--- src/rtl/i2c_bit_timer.sv ---
// Programmable bit-period timer: counts 0..Ticks-1 and pulses Out for one
// cycle on each wrap, giving the SCL/SDA phase tick for the bit/byte controller.
module i2c_bit_timer #(
    parameter int unsigned SIZE = 8
) (
    input  logic            Clk,
    input  logic            Rst_n,
    input  logic [SIZE-1:0] Ticks,
    input  logic            Start,
    input  logic            Stop,
    output logic            Out,
    output logic [SIZE-1:0] OutCount
);

    logic [SIZE-1:0] count_nxt;
    logic            out_nxt;
    logic            wrap_c;

    // Next-state selection in priority order: restart, disabled, pause, wrap, count.
    // The >= compare lets a Ticks decrease below the current count wrap at once
    // instead of running up to the counter's full range.
    always_comb begin
        count_nxt = OutCount;
        out_nxt   = 1'b0;
        wrap_c    = (OutCount >= (Ticks - SIZE'(1)));
        if (Start) begin
            count_nxt = '0;
        end else if (Ticks == '0) begin
            count_nxt = '0;
        end else if (Stop) begin
            count_nxt = OutCount;
        end else if (wrap_c) begin
            count_nxt = '0;
            out_nxt   = 1'b1;
        end else begin
            count_nxt = OutCount + SIZE'(1);
        end
    end

    // Rst_n is an active-high asynchronous reset despite its name.
    always_ff @(posedge Clk or posedge Rst_n) begin
        if (Rst_n) begin
            OutCount <= '0;
            Out      <= 1'b0;
        end else begin
            OutCount <= count_nxt;
            Out      <= out_nxt;
        end
    end

endmodule

--- config.mk ---
export PLATFORM = sky130hd
export DESIGN_NAME = i2c_bit_timer
export DESIGN_NICKNAME = d
export VERILOG_FILES = /design/src/rtl/i2c_bit_timer.sv
export SDC_FILE = /design/constraint.sdc
export NUM_CORES = 1
export LEC_CHECK = 0
export CORE_MARGIN = 4
export CORE_UTILIZATION = 32
export CTS_BUF_LIST = sky130_fd_sc_hd__clkbuf_8
export CTS_CLUSTER_DIAMETER = 60
export DETAILED_ROUTE_END_ITERATION = 16
export MAX_ROUTING_LAYER = met4
export PLACE_DENSITY = 0.63
export SETUP_SLACK_MARGIN = 0.2
export SLEW_MARGIN = 20
export SYNTH_ARGS = -nofsm -noshare
export SYNTH_HDL_FRONTEND = slang
export SYNTH_SLANG_ARGS = --single-unit
--- constraint.sdc ---
create_clock -name Clk -period 3.8 [get_ports Clk]
set_input_delay 0.38 -clock Clk [delete_from_list [all_inputs] [get_ports Clk]]
set_output_delay 0.38 -clock Clk [all_outputs]
set_load 0.005 [all_outputs]
## Word level (Yosys, flattened, before mapping)

Index checks and enable logic that the tools add are counted.
Widths: inputs -> output; s select.

- Flip-flop bits (word level): 9
- Bits of input ports: 12
- Output and inout bits: 9
- Logic and storage cells: 15

- $add $sub $neg: 2
- Order comparisons: 1
- Equal/unequal tests: 1
- Mux-type cells: 8
- Reduce and logical (&&, ||, !) cells: 1

Operators with widths:

| cell | count |
|---|---|
| $mux 8 | 4 |
| $add 8x1->8 const B | 1 |
| $ge 8x8->1 | 1 |
| $logic_not 8->1 | 1 |
| $sub 8x1->8 const B | 1 |
| $mux 1 | 4 |
| $ne 3x2->1 const B | 1 |

## Logic depth before layout (Yosys ltp)

Gate-level depths: netlist of the first run.

- Depth in word-level cells: 6
- Mapped depth: 12
- Mapped depth without buffers: 11

## Worst setup path before layout of the first run

OpenSTA, ideal clock, no wires.

- Path kind: input to register
- Start point: in Ticks[5]
- End point: reg OutCount[7]
- Library setup time: 0.082 ns
- Data arrival time: 2.557 ns
- Data required time: 3.718 ns
- Setup slack: 1.161 ns
- Cell stages on the path: 9
- Buffers on the path: 0
- Path through: or4_1 -> nor4_1 -> xnor2_1 -> ha_1 -> a21oi_1 -> o21ai_0 -> a21oi_4 -> or4b_1 -> a31oi_1

- Word-level cells in the longest chain between the ends: 6
- Elaborated cells between the ends (all ways): 8
- Those cells by class: 1 x add/sub; 1 x order compare; 1 x eq/ne; 4 x mux; 1 x reduce/logical

RTL lines:

| item | RTL line | RTL |
|---|---|---|
| from (decl) | 8 | `input logic [SIZE-1:0] Ticks,` |
| $sub 8x1->8 | 25 | `wrap_c = (OutCount >= (Ticks - SIZE'(1)));` |
| $ge 8x8->1 | 25 |  |
| $mux 8 | 32 | `end else if (wrap_c) begin` |
| $mux 8 | 30 | `end else if (Stop) begin` |
| $mux 8 | 28 | `end else if (Ticks == '0) begin` |
| $mux 8 | 26 | `if (Start) begin` |
| to (signal assigned) | 46 | `OutCount <= count_nxt;` |
| to (decl) | 12 | `output logic [SIZE-1:0] OutCount` |

Several ways; a longest one is shown, not always the timed one. The select of a mux whose other input is x is not followed.
A chain may end at the register's enable or synchronous reset.

## Final worst setup path of the first run

- Start point: in Ticks[3]
- End point: reg OutCount[7]

Same word-level chain as after synthesis.

==> run metrics, run 1 <==
first-pass GRT wire length=3520 microns; status=completed; Post-CTS Setup Repair Bufs=0; Hold Fails Final Rpt=0; area delta synth->final=33.7%; HPWL Detailed=1470 microns; RSZ-0062 raised after global routing=no; hold slack=approximately 0.42 ns; Final setup viols=0; Crit path largest cell delay=0.58 ns; WP buf/inv=1; Worst EP arrival=a little over 3 ns; YS warnings=0; Crit-path slowest cell=or4_1; reg-to-reg startpoint=OutCount[0]$_DFFE_PP0P_; root buffer selected by CTS=clkbuf_8; Synth Net Count=122; WP data required=3.95 ns; drt total wl=2020 microns; Avg WL per Cell=13.7 microns; CP Capture Type=flop; Crit Path Category=in -> reg; fillers=between 200 and 250; Die Area=0.00337 sq mm; global route total overflow=0; number of buffers added on ports=20; clk_skew=slightly above 0.003 ns; count of pins over their slew limit=0; crit-path cells=clkdlybuf4s50_1 -> or4_1 -> nor4_1 -> xnor2_1 -> ha_1 -> a21oi_1 -> o21ai_0 -> a21oi_4 -> or4b_1 -> a31oi_1; CTS tree=yes; Top delay family on crit path=simple AND/OR/NAND/NOR gates; # clock sinks=9; Fin Setup TNS=0 ns; leakage power total=between 0.0004 and 0.0005 uW; cell total after placement=144; syn avg cell area=8.10 sq um; Die H=slightly below 60 microns; Final Cycle Share=between 70 and 80%; Final Critical Period=~3.0 ns; Post-CTS Hold Buffers=0; largest net degree at the start of global routing=18; final cell utilization of the core=46.7%; TritonCTS buffer count=3; core area=0.00230 sq mm; deepest clock path buffer count=2; die width=about 58 microns; GPL Wtd Cong=0.883; Routed Antenna Nets=0; crit path launch type=input port; Clk Latency, worst-skew pair=0.23 ns; reg2reg end=OutCount[7]$_DFFE_PP0P_; R2R Setup Slk=roughly 1.6 ns; Peak VDD IR=between 0.15 and 0.2 mV; Non-Filler Instances=148; Synth Register Bits=9; Slew HR=63.1%; row count=17; Clk pin slew, worst setup/hold paths=0.05 ns; Worst Path Max Fanout=3; via count=just under 800; Worst Tran Pin Value=0.551 ns; post-CTS sizing=0; Seq/Total Area, Yosys=around 28%; DRT iter0 DRCs=7; I/O Pins=21; number of remaining DRC errors=0; Syn Inst Count=between 90 and 100; worst reg2reg path depth=7; Initial Util=between 30% and 40%; H-tree levels=1; mapped cell area=802 sq um; Diodes inserted=0; vias in the first global route=around 800; total power=264 uW; initial antenna violation count=0; gr usage total=13.7%; Cell variety after synth=27; max-cap violations=0; PwrDens=about 250 mW/mm^2; drt pass-1 iters=4; share of cells above drive strength 1=under 10%; DR vias/cell=5.38; fin nets=144; hold crit path type=in -> async; achievable frequency=338 MHz
state kept, by name, indices dropped and copies added, names as in the netlist:
register and flops:
Out 1, OutCount 8
worst max-delay path by stage:
stage / from / endpoint / slack [ns] / cells after the start
finish: Ticks[3] / OutCount[7]$_DFFE_PP0P_ / 0.85 / 10
global placement: Ticks[3] / OutCount[7]$_DFFE_PP0P_ / 0.67 / 10
CTS: Ticks[3] / OutCount[7]$_DFFE_PP0P_ / 0.83 / 10
floorplan: Ticks[5] / OutCount[7]$_DFFE_PP0P_ / 1.16 / 9
detailed placement: Ticks[3] / OutCount[7]$_DFFE_PP0P_ / 0.62 / 10
global route: Ticks[3] / OutCount[7]$_DFFE_PP0P_ / 0.56 / 10
routing by layer:
metal | track usage [%] | up-vias | part of all wire (%)
met5 | - | - | 0
met4 | 3.97 | 0 | 1.5
met3 | 3.56 | 5 | 7.0
met2 | 21.0 | 27 | 44
met1 | 17.7 | 368 | 48
li1 | - | 396 | -
cell usage after synthesis:
cell type	number	area, sq um
a2111o_1	1	11.3
a21oi_1	6	30.0
a21oi_4	1	16.3
a31oi_1	5	31.3
and4_1	1	8.76
buf_2	2	10.0
clkbuf_1	2	7.51
dfrtp_1	9	225
ha_1	11	138
inv_1	6	22.5
nand2_1	17	63.8
nand2b_1	1	6.26
nand3_1	7	35.0
nand3b_1	1	7.51
nand4_1	2	12.5
nor2_1	3	11.3
nor2b_1	1	6.26
nor3_1	6	30.0
nor3b_1	1	7.51
nor4_1	1	6.26
nor4b_1	2	17.5
o21ai_0	3	15.0
or2_2	2	12.5
or4_1	1	7.51
or4b_1	1	10.0
xnor2_1	5	43.8
xor2_1	1	8.76
cells by family (layout without fill, tap and decap cells):
group	count (synthesis)	in the layout	synth area share, %
flip-flops	9	9	28.1
buffers and inverters	10	31	4.99
XOR/XNOR	6	6	6.55
adder cells (fa/ha/maj)	11	11	17.2
AO/OA/AOI/OAI	16	16	12.9
AND/OR/NAND/NOR	47	47	30.3
stage by stage:
stage / instance area (sq um) / worst slack [ns]
2_1_floorplan: 802 / 1.16
3_3_place_gp: 1030 / 0.674
3_5_place_dp: 1030 / 0.616
4_1_cts: 1070 / 0.833
5_1_grt: 1070 / 0.564
6_report: 1070 / 0.845
where the power goes:
| part | internal, uW | leakage (uW) | switching (uW) |
|---|---|---|---|
| Clock | 70.4 | 0.0000269 | 38.7 |
| Sequential | 98.1 | 0.000124 | 3.72 |
| Combinational | 27.8 | 0.000281 | 25.6 |
| Total | 196 | 0.000432 | 68.0 |
cells in the final DEF (no fill, tap or decap), types with 5 or more instances in the layout:
| cell type | synthesis | routed |
|---|---|---|
| clkdlybuf4s50_1 | 0 | 20 |
| nand2_1 | 17 | 17 |
| ha_1 | 11 | 11 |
| dfrtp_1 | 9 | 9 |
| inv_1 | 6 | 7 |
| nand3_1 | 7 | 7 |
| a21oi_1 | 6 | 6 |
| nor3_1 | 6 | 6 |
| a31oi_1 | 5 | 5 |
| xnor2_1 | 5 | 5 |
final cells by class:
class                   instances  area, sq um  share of cell area (%)
flip-flops and latches          9          225                    21.0
clock buffers                   3         41.3                    3.85
well taps                      28         35.0                    3.27
repair buffers                 21          208                    19.4
clock inverters                 1         3.75                   0.350
multi-input cells              80          537                    50.1
inverters                       6         22.5                    2.10
Note: power is estimated with default switching activity, not from simulation.
==> run 2, diff against run 1 <==
--- a/config.mk
+++ b/config.mk
@@ -11,7 +11,7 @@
 export CTS_CLUSTER_DIAMETER = 60
 export DETAILED_ROUTE_END_ITERATION = 16
 export MAX_ROUTING_LAYER = met4
-export PLACE_DENSITY = 0.63
+export PLACE_DENSITY = 0.66
 export SETUP_SLACK_MARGIN = 0.2
 export SLEW_MARGIN = 20
 export SYNTH_ARGS = -nofsm -noshare
==> constraint.sdc (replaced) <==
create_clock -name Clk -period 2.65 [get_ports Clk]
set_input_delay 0.265 -clock Clk [delete_from_list [all_inputs] [get_ports Clk]]
set_output_delay 0.265 -clock Clk [all_outputs]
set_load 0.005 [all_outputs]
==> run 2 against run 1 <==
Effect of this change:
- die area is the same
- largest power group unchanged
- critical path depth unchanged
- clock power up 42%
- non-clock buffer count rose by 9
- final cell count increased by 6.1%
- power grew 46%
- design area grew 8.4%
- global-route usage fell by 0.47 points
==> run metrics, run 2 (same netlist as run 1, synthesis figures left out) <==
status=completed; Worst Tran Pin Value=0.355 ns (-0.196 ns); deepest clock path buffer count=2 (unchanged); post-place setup slack=-0.338 ns (-0.954 ns); number of remaining DRC errors=0 (unchanged); H-tree levels=1 (unchanged); Peak VDD IR=0.260 mV (+67%); R2R Setup Slk=0.48 ns (-1.14 ns); cell total after placement=152 (+5.6%); Crit Path Category=in -> reg; Slew HR=76.3% (+13 points); CTS tree=yes; max-cap violations=0 (unchanged); share of cells above drive strength 1=18.6% (+13 points); Worst Path Max Fanout=3 (unchanged); gr usage total=13.2% (-0.47 points); TritonCTS buffer count=3 (unchanged); number of buffers added on ports=20 (unchanged); leakage power total=0.000494 uW (+14%); hold crit path type=in -> async; drt pass-1 iters=2 (-2); Final Critical Period=2.33 ns; crit path launch type=input port; Largest regs=OutCount: 8 flops, Out: 1 flops; reg2reg end=OutCount[7]$_DFFE_PP0P_; die width=58.1 microns (unchanged); DRT iter0 DRCs=14 (+7); clk_skew=0.00113 ns (-0.00197 ns); row count=17 (unchanged); total power=386 uW (+46%); fin nets=153 (+6.3%); Worst Slack Setup Final=0.317 ns (-0.529 ns); Routed Antenna Nets=0 (unchanged); Diodes inserted=0 (unchanged); initial antenna violation count=0 (unchanged); Fin Setup TNS=0 ns (unchanged); Clk pin slew, worst setup/hold paths=0.04 ns (about the same); # clock sinks=9 (unchanged); Initial Util=34.9% (unchanged); Hold Fails Final Rpt=0 (unchanged); largest net degree at the start of global routing=14 (-4); vias in the first global route=765 (-2.2%); Final setup viols=0 (unchanged); Post-CTS Hold Buffers=0 (unchanged); CP Capture Type=flop; Non-Filler Instances=157 (+6.1%); Die H=58.1 microns (unchanged); root buffer selected by CTS=clkbuf_8; count of pins over their slew limit=0 (unchanged); core area=0.00230 sq mm (unchanged); DR vias/cell=5.22 (-2.9%); via count=820 (+3.0%); Top reg by flops=OutCount; Avg WL per Cell=13.3 microns (-3.0%); Clk Latency, worst-skew pair=0.23 ns (about the same); RSZ-0062 raised after global routing=no; first-pass GRT wire length=3420 microns (-3.0%); HPWL Detailed=1540 microns (+4.2%); PwrDens=332 mW/mm^2 (+35%); final instance area=0.00116 sq mm (+8.4%); area delta synth->final=44.9%; Worst EP arrival=2.48 ns (-0.63 ns); CP startpoint=Ticks[2]; I/O Pins=21 (unchanged); drt total wl=2080 microns (+2.9%); reg-to-reg startpoint=OutCount[0]$_DFFE_PP0P_; max FFs per register=8 (unchanged); WP data required=2.80 ns (-1.15 ns); commonest cells after routing, fill and taps aside=nand2_1 (17), clkdlybuf4s50_1 (13), ha_1 (11), buf_4 (10), dfrtp_1 (9); Die Area=0.00337 sq mm (unchanged); global route total overflow=0 (unchanged); worst reg2reg path depth=7 (unchanged); most common cell after layout, fill and taps aside=nand2_1; placed cell areas=0.00109 sq mm (+6.5%); Final Cycle Share=88.1%; GPL Wtd Cong=0.804 (-9.0%); achievable frequency=429 MHz; fillers=233 (+0.43%)
-- run 2: power by group --
group	internal [uW]	switching (uW)	leakage (uW)	total (uW)
clock network	101	54.3	0.0000269	155
logic	44.8	40.5	0.000343	85.3
registers	141	4.83	0.000124	146
total	286	99.6	0.000494	386
-- run 2: routing by layer --
metal / track usage (%) / wire length, microns / vias to the layer above
met5: - / 0 / -
met4: 4.97 / 22 / 0
met3: 2.23 / 66 / 2
met2: 21.0 / 955 / 18
met1: 16.8 / 1040 / 380
li1: - / - / 420
-- run 2: worst max path at each step --
stage                               to  slack, ns
3_5_place_dp   OutCount[7]$_DFFE_PP0P_      -0.34
3_3_place_gp   OutCount[7]$_DFFE_PP0P_      -0.26
4_1_cts        OutCount[7]$_DFFE_PP0P_       0.21
2_1_floorplan  OutCount[7]$_DFFE_PP0P_       0.18
5_1_grt        OutCount[7]$_DFFE_PP0P_       0.17
6_report       OutCount[7]$_DFFE_PP0P_       0.32
-- run 2: stage by stage --
step,hold slack (ns),util [%]
after floorplan,0.0929,-
final,0.296,50.6
after detailed placement,0.560,47.6
after global routing,0.343,50.6
after global placement,0.564,47.6
after CTS,0.311,50.2
-- run 2: cell type report --
cell class | instances | area (sq um) | area share (%)
multi-input combinational | 80 | 568 | 48.9
timing repair buffer | 30 | 267 | 22.9
sequential | 9 | 225 | 19.4
clock buffer | 3 | 41.3 | 3.55
tap | 28 | 35.0 | 3.01
inverter | 6 | 22.5 | 1.94
clock inverter | 1 | 3.75 | 0.323
-- run 2: timing repair --
action / CTS / global route
resized for setup: 21 / 3
buffers inserted: 1 / 0
pin swaps: 6 / 5
endpoints found under the setup margin: 9 / 8
-- run 2: critical path: stages --
cell	delay (ns)
buf_6	0.09
or4_4	0.55
nor4_4	0.17
xnor2_1	0.15
ha_1	0.28
a21oi_2	0.13
o21ai_1	0.11
a21oi_4	0.13
or4b_1	0.44
a31oi_1	0.16
